$ cat src/rtl/endian_rvs_stream_if.sv
// rtl/endian_rvs_stream_if.sv - valid/ready word stream with last flag
interface endian_rvs_stream_if #(
  parameter int DW = 32
);
  logic          valid;
  logic          ready;
  logic [DW-1:0] data;
  logic          last;

  modport master (output valid, output data, output last, input ready);
  modport slave  (input valid, input data, input last, output ready);
endinterface

$ cat src/rtl/endian_rvs_stream.sv
// rtl/endian_rvs_stream.sv - per-packet bit/byte reorder stage with skid-buffered output
module endian_rvs_stream #(
  parameter int DW    = 32,
  parameter int CNT_W = 16
) (
  input  logic                 clk,
  input  logic                 rst_n,
  input  logic                 en_i,
  input  logic [1:0]           cfg_mode_i,
  endian_rvs_stream_if.slave   s,
  endian_rvs_stream_if.master  m,
  output logic                 busy_o,
  output logic                 mode_chg_o,
  output logic [CNT_W-1:0]     pkt_cnt_o
);

  localparam int NB = DW / 8;

  typedef enum logic {IDLE, PKT} state_t;

  state_t           state_q;
  logic [1:0]       mode_q;
  logic             main_valid_q, main_valid_d;
  logic [DW-1:0]    main_data_q,  main_data_d;
  logic             main_last_q,  main_last_d;
  logic             skid_valid_q, skid_valid_d;
  logic [DW-1:0]    skid_data_q,  skid_data_d;
  logic             skid_last_q,  skid_last_d;
  logic [CNT_W-1:0] pkt_cnt_q,    pkt_cnt_d;

  logic             accept;
  logic             drain;
  logic [1:0]       eff_mode;
  logic [DW-1:0]    xf_data;

  function automatic logic [DW-1:0] reorder(input logic [DW-1:0] d, input logic [1:0] md);
    logic [DW-1:0] r;
    r = d;
    case (md)
      2'd1: for (int k = 0; k < DW; k++) r[DW-1-k] = d[k];
      2'd2: for (int j = 0; j < NB; j++) r[8*j +: 8] = d[8*(NB-1-j) +: 8];
      2'd3: for (int j = 0; j < NB; j++)
              for (int b = 0; b < 8; b++) r[8*j+b] = d[8*j+7-b];
      default: r = d;
    endcase
    return r;
  endfunction

  // Ready depends only on the skid register so m.ready never reaches s.ready.
  assign s.ready  = en_i && !skid_valid_q;
  assign accept   = s.valid && s.ready;
  assign drain    = main_valid_q && m.ready;
  assign eff_mode = (state_q == IDLE) ? cfg_mode_i : mode_q;
  assign xf_data  = reorder(s.data, eff_mode);

  assign m.valid    = main_valid_q;
  assign m.data     = main_data_q;
  assign m.last     = main_last_q;
  assign busy_o     = (state_q == PKT);
  assign mode_chg_o = (state_q == PKT) && (cfg_mode_i != mode_q);
  assign pkt_cnt_o  = pkt_cnt_q;

  // An accept can only happen with the skid empty, so a full skid never coincides with new data.
  always_comb begin
    main_valid_d = main_valid_q;
    main_data_d  = main_data_q;
    main_last_d  = main_last_q;
    skid_valid_d = skid_valid_q;
    skid_data_d  = skid_data_q;
    skid_last_d  = skid_last_q;
    if (drain) begin
      if (skid_valid_q) begin
        main_data_d  = skid_data_q;
        main_last_d  = skid_last_q;
        skid_valid_d = 1'b0;
      end else if (accept) begin
        main_data_d  = xf_data;
        main_last_d  = s.last;
      end else begin
        main_valid_d = 1'b0;
      end
    end else if (accept) begin
      if (!main_valid_q) begin
        main_valid_d = 1'b1;
        main_data_d  = xf_data;
        main_last_d  = s.last;
      end else begin
        skid_valid_d = 1'b1;
        skid_data_d  = xf_data;
        skid_last_d  = s.last;
      end
    end
  end

  always_comb begin
    pkt_cnt_d = pkt_cnt_q;
    if (drain && main_last_q) pkt_cnt_d = pkt_cnt_q + CNT_W'(1);
  end

  always_ff @(posedge clk or negedge rst_n) begin
    if (!rst_n) begin
      main_valid_q <= 1'b0;
      main_data_q  <= '0;
      main_last_q  <= 1'b0;
      skid_valid_q <= 1'b0;
      skid_data_q  <= '0;
      skid_last_q  <= 1'b0;
      pkt_cnt_q    <= '0;
    end else begin
      main_valid_q <= main_valid_d;
      main_data_q  <= main_data_d;
      main_last_q  <= main_last_d;
      skid_valid_q <= skid_valid_d;
      skid_data_q  <= skid_data_d;
      skid_last_q  <= skid_last_d;
      pkt_cnt_q    <= pkt_cnt_d;
    end
  end

  always_ff @(posedge clk or negedge rst_n) begin
    if (!rst_n) begin
      state_q <= IDLE;
      mode_q  <= 2'd0;
    end else if (accept) begin
      case (state_q)
        IDLE: begin
          mode_q <= cfg_mode_i;
          if (!s.last) state_q <= PKT;
        end
        PKT: begin
          if (s.last) state_q <= IDLE;
        end
        default: state_q <= IDLE;
      endcase
    end
  end

endmodule

$ cat src/flat_wrapper.sv
// flat-port wrapper written by rule: the top's interface ports become plain ports
module endian_rvs_stream_flat 
#(
  parameter int DW    = 32,
  parameter int CNT_W = 16
)
  (clk, rst_n, en_i, cfg_mode_i, busy_o, mode_chg_o, pkt_cnt_o, s_valid, s_data, s_last, s_ready, m_valid, m_data, m_last, m_ready);
  endian_rvs_stream_if #(.DW(DW)) s_i ();
  endian_rvs_stream_if #(.DW(DW)) m_i ();
  input  logic clk;
  input  logic rst_n;
  input  logic en_i;
  input  logic [1:0] cfg_mode_i;
  output logic busy_o;
  output logic mode_chg_o;
  output logic [CNT_W-1:0] pkt_cnt_o;
  input wire logic [$bits(s_i.valid)-1:0] s_valid;
  input wire logic [$bits(s_i.data)-1:0] s_data;
  input wire logic [$bits(s_i.last)-1:0] s_last;
  output wire logic [$bits(s_i.ready)-1:0] s_ready;
  output wire logic [$bits(m_i.valid)-1:0] m_valid;
  output wire logic [$bits(m_i.data)-1:0] m_data;
  output wire logic [$bits(m_i.last)-1:0] m_last;
  input wire logic [$bits(m_i.ready)-1:0] m_ready;
  assign s_i.valid = s_valid;
  assign s_i.data = s_data;
  assign s_i.last = s_last;
  assign s_ready = s_i.ready;
  assign m_valid = m_i.valid;
  assign m_data = m_i.data;
  assign m_last = m_i.last;
  assign m_i.ready = m_ready;
  endian_rvs_stream #(.DW(DW), .CNT_W(CNT_W)) u_core (.clk(clk), .rst_n(rst_n), .en_i(en_i), .cfg_mode_i(cfg_mode_i), .s(s_i), .m(m_i), .busy_o(busy_o), .mode_chg_o(mode_chg_o), .pkt_cnt_o(pkt_cnt_o));
endmodule
$ cat config.mk
export PLATFORM = sky130hd
export DESIGN_NAME = endian_rvs_stream_flat
export DESIGN_NICKNAME = d
export VERILOG_FILES = /design/src/rtl/endian_rvs_stream_if.sv /design/src/rtl/endian_rvs_stream.sv /design/src/flat_wrapper.sv
export SDC_FILE = /design/constraint.sdc
export NUM_CORES = 1
export LEC_CHECK = 0
export ABC_AREA = 1
export CAP_MARGIN = 10
export CORE_MARGIN = 2
export CORE_UTILIZATION = 35
export CTS_CLUSTER_SIZE = 16
export DETAILED_ROUTE_END_ITERATION = 8
export PLACE_DENSITY = 0.71
export RECOVER_POWER = 100
export SLEW_MARGIN = 25
export SYNTH_ARGS = -nofsm -noshare
export SYNTH_HDL_FRONTEND = slang
export SYNTH_SLANG_ARGS = --single-unit
$ cat constraint.sdc
create_clock -name clk -period 1.2 [get_ports clk]
set_input_delay 0.12 -clock clk [delete_from_list [all_inputs] [get_ports clk]]
set_output_delay 0.12 -clock clk [all_outputs]
set_load 0.02 [all_outputs]
==> metrics.cfg, run 1 <==
[worst_setup_path]
slowest_stage = dfrtp_2
reg2reg_to = u_core.m.data[21]$_DFFE_PN0P_
regToRegSetupSlack_ns = -0.36
crit_required_ns = 1.43
cp_common_cell = nand2_4
worstPathCellList = buf_6, nand2_4, nand2_8, nor2_4, buf_12, clkbuf_16, nand2_4, nand3_1, a21oi_2
critPathLaunchType = flip-flop
crit_path_max_incr_delay_ns = 0.46
reg2reg_depth = 9
regToRegStartpoint = u_core.busy_o$_DFFE_PN0P_
crit_family = simple AND/OR/NAND/NOR gates
crit_arrival_ns = 1.78
worstPathMaxFanout = 8
crit_type = reg2reg
cp-end-kind = flip-flop
path_buf_inv = 3

[cts]
clockBufferDepth = 2
cts_root_buffer = clkbuf_16
clock_latency_ns = 0.35
cts_made_buffers = 9
clkTransAtPathRegs_ns = 0.06
htreeDepth = 3
cts_tree = done
numClockSinks = 87

[die]
die_w_um = 126
core_um2 = 14600
io_pins = 93
die_y_um = 126
start_util_pct = 35.9
dieArea_um2 = 16000
rows = 44

[power]
pwr-share-clk_pct = 16.2
switching_share_pct = 42.0
p_per_area_nw_per_um2 = 2080
p_sw_uw = 6880
power_frac_seq_pct = 29.9
power_frac_comb_pct = 53.8
leakage_uw = 0.00399
vdd_ir_drop_max_uv = 1170
p_int_uw = 9520

[synth]
synthArstFlopShare_pct = 100
synth_edf_count = 0
yosysTopAreaCellShare_pct = 41.6
ys_warn_count = 0
synth_top_family_by_area = simple AND/OR/NAND/NOR gates
synth.most_common_cell = nand2_1
synth_adder_area_share_pct = 0.239
synthMuxAreaShare_pct = 0.215
ys_types = 30
synth_compound_area_share_pct = 5.35
synthCells = 714
synth_top_cell_by_area = dfrtp_1
yosys.area_share.simple_pct = 41.8
syn_nets = 755
synth-xor-area-share_pct = 2.01
yosys-top-cells-area = dfrtp_1 42%, nand2_1 15%, nor2_1 8.6%, nand3_1 7.4%, nand3_2 5.5%
ys_ff_latch = 87
synth_ff_type = dfrtp_1
netlist_top_cells_count = 203 x nand2_1, 120 x nor2_1, 87 x dfrtp_1, 77 x nand3_1, 55 x inv_1
syn_area_per_cell_um2 = 7.33
synthesis.area_um2 = 5240
ys_seq_area_share_pct = 41.6

[detailed_routing]
drtIter0Drc = 364
vias_per_cell = 5.04
postRouteAntennaNets = 0
drtPass1Iterations = 4
post-route-drc-count = 0
post_drt_wl_per_cell_um = 15.3
wl_um = 16100
num_vias = 5310

[timing]
layout_setup_ws_ns = -0.358
period_minus_slack_ns = 1.56
rsz0062_at_grt = true
relSlewSlack_pct = 66.6
setup_viol = 86
fin_crit_sh_pct = 130
drv_slew = 0
tightest_slew_ns = 0.501
finalClockSkew_ns = 0.00759
max_freq_mhz = 642
hold_viol = 0

[place]
place.gp.congestion = 0.840
dp.cells = 1016
place_hpwl_um = 10100
preCtsSetupSlack_ns = -0.536
port_buffers = 92

[grt]
grt_overflow_total = 0
grt_use_total_pct = 18.6
gr-usage-met3_pct = 2.66
grt_busiest_layer = met2
antenna_found_initial = 0
grt_pass1_vias = 4849
grt_pass1_wl_um = 23900
use_met2_pct = 29.9
grt_max_degree = 36
grtUsageMet1_pct = 25.6

[layout]
antennaDiodeCount = 0
nets = 906
area_growth_pct = 50.7
stdcell_count = 1053
drive_above_1_share_pct = 34.9
fillers = 1327

[status]
violations = setup timing
status = finished, violations left

[worst_hold_path]
hp-class = in2async

[flow_run]
maxCapViolCount = 0

[power groups by stage]
stage | clock, µW | sequential, µW | combinational (µW)
after global routing | 2870 | 5050 | 9600
after CTS | 2720 | 4880 | 7510
after detailed placement | 0 | 4910 | 7670
after floorplan | 0 | 5520 | 4050
after global placement | 0 | 4890 | 7580
final | 2660 | 4910 | 8830
[logic make-up (layout without fill, tap and decap cells)]
| kind of cell | count (synthesis) | after routing |
|---|---|---|
| and+or+nand+nor | 471 | 471 |
| buffers and inverters | 93 | 248 |
| DFF | 87 | 87 |
| AOI/OAI and AO/OA | 49 | 49 |
| xor gates and xnor gates | 12 | 12 |
| adders and majority gates | 1 | 1 |
| muxes | 1 | 1 |
[layout by cell type (no fill, tap or decap), drive strengths merged]
cell type        n
a21oi           14
a22oi            1
a31oi           26
buf             85
clkbuf          36
clkdlybuf4s15   14
clkdlybuf4s50   38
clkinv           1
dfrtp           87
dlygate4sd2     16
dlygate4sd3      1
ha               1
inv             57
mux2             1
nand2          211
nand3          106
nand3b           1
nand4            1
nor2           150
nor3             2
o21ai            8
xnor2            6
xor2             6
[what timing repair did]
action                     4_1_cts  5_1_grt
hold buffers                     1        0
setup endpoints to repair      132      108
setup buffers                    1       12
pin swaps                       13       67
hold endpoints to repair        87        0
resized for setup              141      140
gates cloned                     0        8
[worst max path at each step]
stage	from	endpoint	slack (ns)	depth (start not counted)
2_1_floorplan	u_core.busy_o$_DFFE_PN0P_	u_core.m.data[15]$_DFFE_PN0P_	-0.20	11
3_3_place_gp	cfg_mode_i[1]	mode_chg_o	-0.55	4
4_1_cts	u_core.busy_o$_DFFE_PN0P_	u_core.m.data[13]$_DFFE_PN0P_	-0.27	10
3_5_place_dp	cfg_mode_i[1]	mode_chg_o	-0.54	4
5_1_grt	u_core.busy_o$_DFFE_PN0P_	u_core.m.data[29]$_DFFE_PN0P_	-0.44	10
6_report	u_core.busy_o$_DFFE_PN0P_	u_core.m.data[21]$_DFFE_PN0P_	-0.36	9
[metrics by stage]
step	area [µm²]	total power [µW]	util, %	TNS [ns]	hold WS, ns
6_report	7890	16400	54.1	-21.38	0.269
5_1_grt	7890	17500	54.1	-28.55	0.315
4_1_cts	7250	15100	49.7	-16.06	0.214
3_5_place_dp	6920	12600	47.4	-34.05	0.0407
3_3_place_gp	6920	12500	47.4	-33.61	0.0401
2_1_floorplan	5390	9570	-	-11.06	-0.176
[routing by layer]
layer	up-vias	share of wire, %	routed length [µm]
li1	2574	-	-
met1	2544	43	6980
met2	177	50	8010
met3	15	5.7	920
met4	0	1.4	230
met5	-	0	0
[cell type report]
class                      count  area [µm²]  share of cell area (%)
timing repair buffer         176        1830                    23.2
multi-input combinational    534        3150                    40.0
clock buffer                  14         264                    3.34
inverter                      57         216                    2.74
tap                          184         230                    2.92
sequential                    87        2190                    27.7
clock inverter                 1        5.00                  0.0634
[registers in the layout, summed over array words and instances, names as in the netlist, 2 cells and up]
register	flops
u_core.m.data	32
u_core.skid_data_q	32
u_core.pkt_cnt_o	16
u_core.mode_q	2
(Power assumes the default switching activity.)
==> run 2, diff against run 1 <==
--- a/config.mk
+++ b/config.mk
@@ -6,7 +6,6 @@
 export NUM_CORES = 1
 export LEC_CHECK = 0
 export ABC_AREA = 1
-export CAP_MARGIN = 10
 export CORE_MARGIN = 2
 export CORE_UTILIZATION = 35
 export CTS_CLUSTER_SIZE = 16
==> results of run 2 <==
No change in the layout: final DEF, timing and power equal those of run 1.
==> run 3, diff against run 2 <==
--- a/config.mk
+++ b/config.mk
@@ -16,3 +16,4 @@
 export SYNTH_ARGS = -nofsm -noshare
 export SYNTH_HDL_FRONTEND = slang
 export SYNTH_SLANG_ARGS = --single-unit
+export TNS_END_PERCENT = 1
==> run 3 against run 2 <==
Via count down 7.0%. The flow still finishes with violations (setup timing). Global-route usage down 0.46 points. Clock-buffer cell count down 4. Routed wire length down 13%. Non-clock buffer count down 31. Fmax up 4.7%. Sequential share of layout area up 3.2 points.
==> metrics.cfg, run 3 (same netlist as run 1, synthesis figures left out) <==
[status]
status = finished, violations left
violations = setup timing

[detailed_routing]
vias_per_cell = 4.82
num_vias = 4938
postRouteAntennaNets = 0
drtPass1Iterations = 5
wl_um = 14100
post_drt_wl_per_cell_um = 13.7
post-route-drc-count = 0
drtIter0Drc = 285

[place]
port_buffers = 92
place_hpwl_um = 9950
dp.cells = 1004
place_area_um2 = 6700
place.gp.congestion = 0.889

[timing]
tightest_slew_ns = 0.672
hold_ws_ns = 0.338
relSlewSlack_pct = 55.2
setup_viol = 77
drv_slew = 0
fin_crit_sh_pct = 124
period_minus_slack_ns = 1.49
rsz0062_at_grt = true
layout_setup_ws_ns = -0.288
hold_viol = 0
setup_tns_ns = -13.85
max_freq_mhz = 672
finalClockSkew_ns = 0.0109

[grt]
grt_pass1_wl_um = 23500
antenna_found_initial = 2
grt_use_total_pct = 18.1
grt_overflow_total = 0
grt_pass1_vias = 4654
grt_max_degree = 47

[cts]
htreeDepth = 3
numClockSinks = 87
clkTransAtPathRegs_ns = 0.06
clockBufferDepth = 2
cts_made_buffers = 9
cts_root_buffer = clkbuf_16
clock_latency_ns = 0.35
cts_tree = done

[worst_setup_path]
cp-end-kind = flip-flop
crit_type = reg2reg
reg2reg_to = u_core.m.data[13]$_DFFE_PN0P_
path_buf_inv = 1
crit_required_ns = 1.44
crit_arrival_ns = 1.73
slowest_stage = dfrtp_2
crit_path_max_incr_delay_ns = 0.46
regToRegStartpoint = u_core.busy_o$_DFFE_PN0P_
worstPathMaxFanout = 17
crit_family = simple AND/OR/NAND/NOR gates
critPathLaunchType = flip-flop
cp_common_cell = nand2_1
worstPathCellList = nand2_1, nand2_4, buf_12, nand3_1, nand2_1, nor2_2, nand3_2, nand2_2, nand2_1
regToRegSetupSlack_ns = -0.29
reg2reg_depth = 9

[die]
die_w_um = 126
rows = 44
dieArea_um2 = 16000
die_y_um = 126
core_um2 = 14600
io_pins = 93
start_util_pct = 35.9

[power]
power_frac_seq_pct = 32.2
p_int_uw = 8830
vdd_ir_drop_max_uv = 959
p_sw_uw = 6260
leakage_uw = 0.00363
power_frac_comb_pct = 48.8
p_total_uw = 15100
pwr-share-clk_pct = 19.0
switching_share_pct = 41.5
p_per_area_nw_per_um2 = 2130

[layout]
stdcell_count = 1025
nets = 875
drive_above_1_share_pct = 23.7
mostFrequentLayoutCell = nand2_1
fillers = 1419
fin_area_um2 = 7070
area_growth_pct = 35.1
final_cell_mix = 193 x nand2_1, 105 x nor2_1, 80 x dfrtp_1, 75 x nand3_1, 52 x inv_1

[flow_run]
maxCapViolCount = 0

[worst_hold_path]
hp-class = in2async

run 3: cell types whose count changed in the layout (fill, tap and decap cells not counted), moves of 11 or more:
cell / delta
nand2_2: -21
nand2_4: -13
nand3_1: +19
buf_6: -16
nand3_2: -19
nand2_1: +36
nor2_1: +11
run 3: worst max-delay path by stage:
stage,startpoint,end,slack (ns),cells past startpoint
after floorplan,u_core.busy_o$_DFFE_PN0P_,u_core.m.data[0]$_DFFE_PN0P_,-0.20,11
after global placement,cfg_mode_i[1],mode_chg_o,-0.46,4
after detailed placement,cfg_mode_i[1],mode_chg_o,-0.46,4
after CTS,u_core.busy_o$_DFFE_PN0P_,u_core.m.data[13]$_DFFE_PN0P_,-0.30,10
after global routing,u_core.busy_o$_DFFE_PN0P_,u_core.m.data[4]$_DFFE_PN0P_,-0.39,8
final,u_core.busy_o$_DFFE_PN0P_,u_core.m.data[13]$_DFFE_PN0P_,-0.29,9
run 3: area by class of cell:
type | instances | area, µm² | share of cell area, %
well taps | 184 | 230 | 3.25
diodes | 2 | 5.00 | 0.0707
inverters | 57 | 216 | 3.06
clock inverters | 6 | 60.1 | 0.849
flip-flops and latches | 87 | 2190 | 30.9
repair buffers | 145 | 1400 | 19.7
clock buffers | 10 | 239 | 3.38
multi-input cells | 534 | 2740 | 38.8
run 3: layer usage:
layer  up-vias  GRT usage [%]  part of all wire [%]
met1      2289           24.8                    47
met5         -              0                     0
met4         0           7.89                   2.6
met2       121           28.4                    46
li1       2506              -                     -
met3        22           3.21                   4.8
run 3: per-stage QoR:
step	setup WS (ns)	utilization, %
2_1_floorplan	-0.204	-
5_1_grt	-0.394	48.5
4_1_cts	-0.297	48.1
3_5_place_dp	-0.462	46.0
6_report	-0.288	48.5
3_3_place_gp	-0.459	46.0
run 3: power groups by stage:
stage | clock network [µW] | logic (µW) | registers, µW
after floorplan | 0 | 3940 | 5510
after global placement | 0 | 7350 | 4870
after detailed placement | 0 | 7460 | 4890
after CTS | 2950 | 7190 | 4850
after global routing | 3050 | 8210 | 5010
final | 2870 | 7370 | 4850
run 3: repair_timing:
action,in CTS,in global routing
setup endpoints to repair,129,100
pin swaps,10,16
cloned,0,1
gates resized for setup,132,52
setup buffers,0,1
endpoints found under the hold margin,21,0
hold buffers,1,0
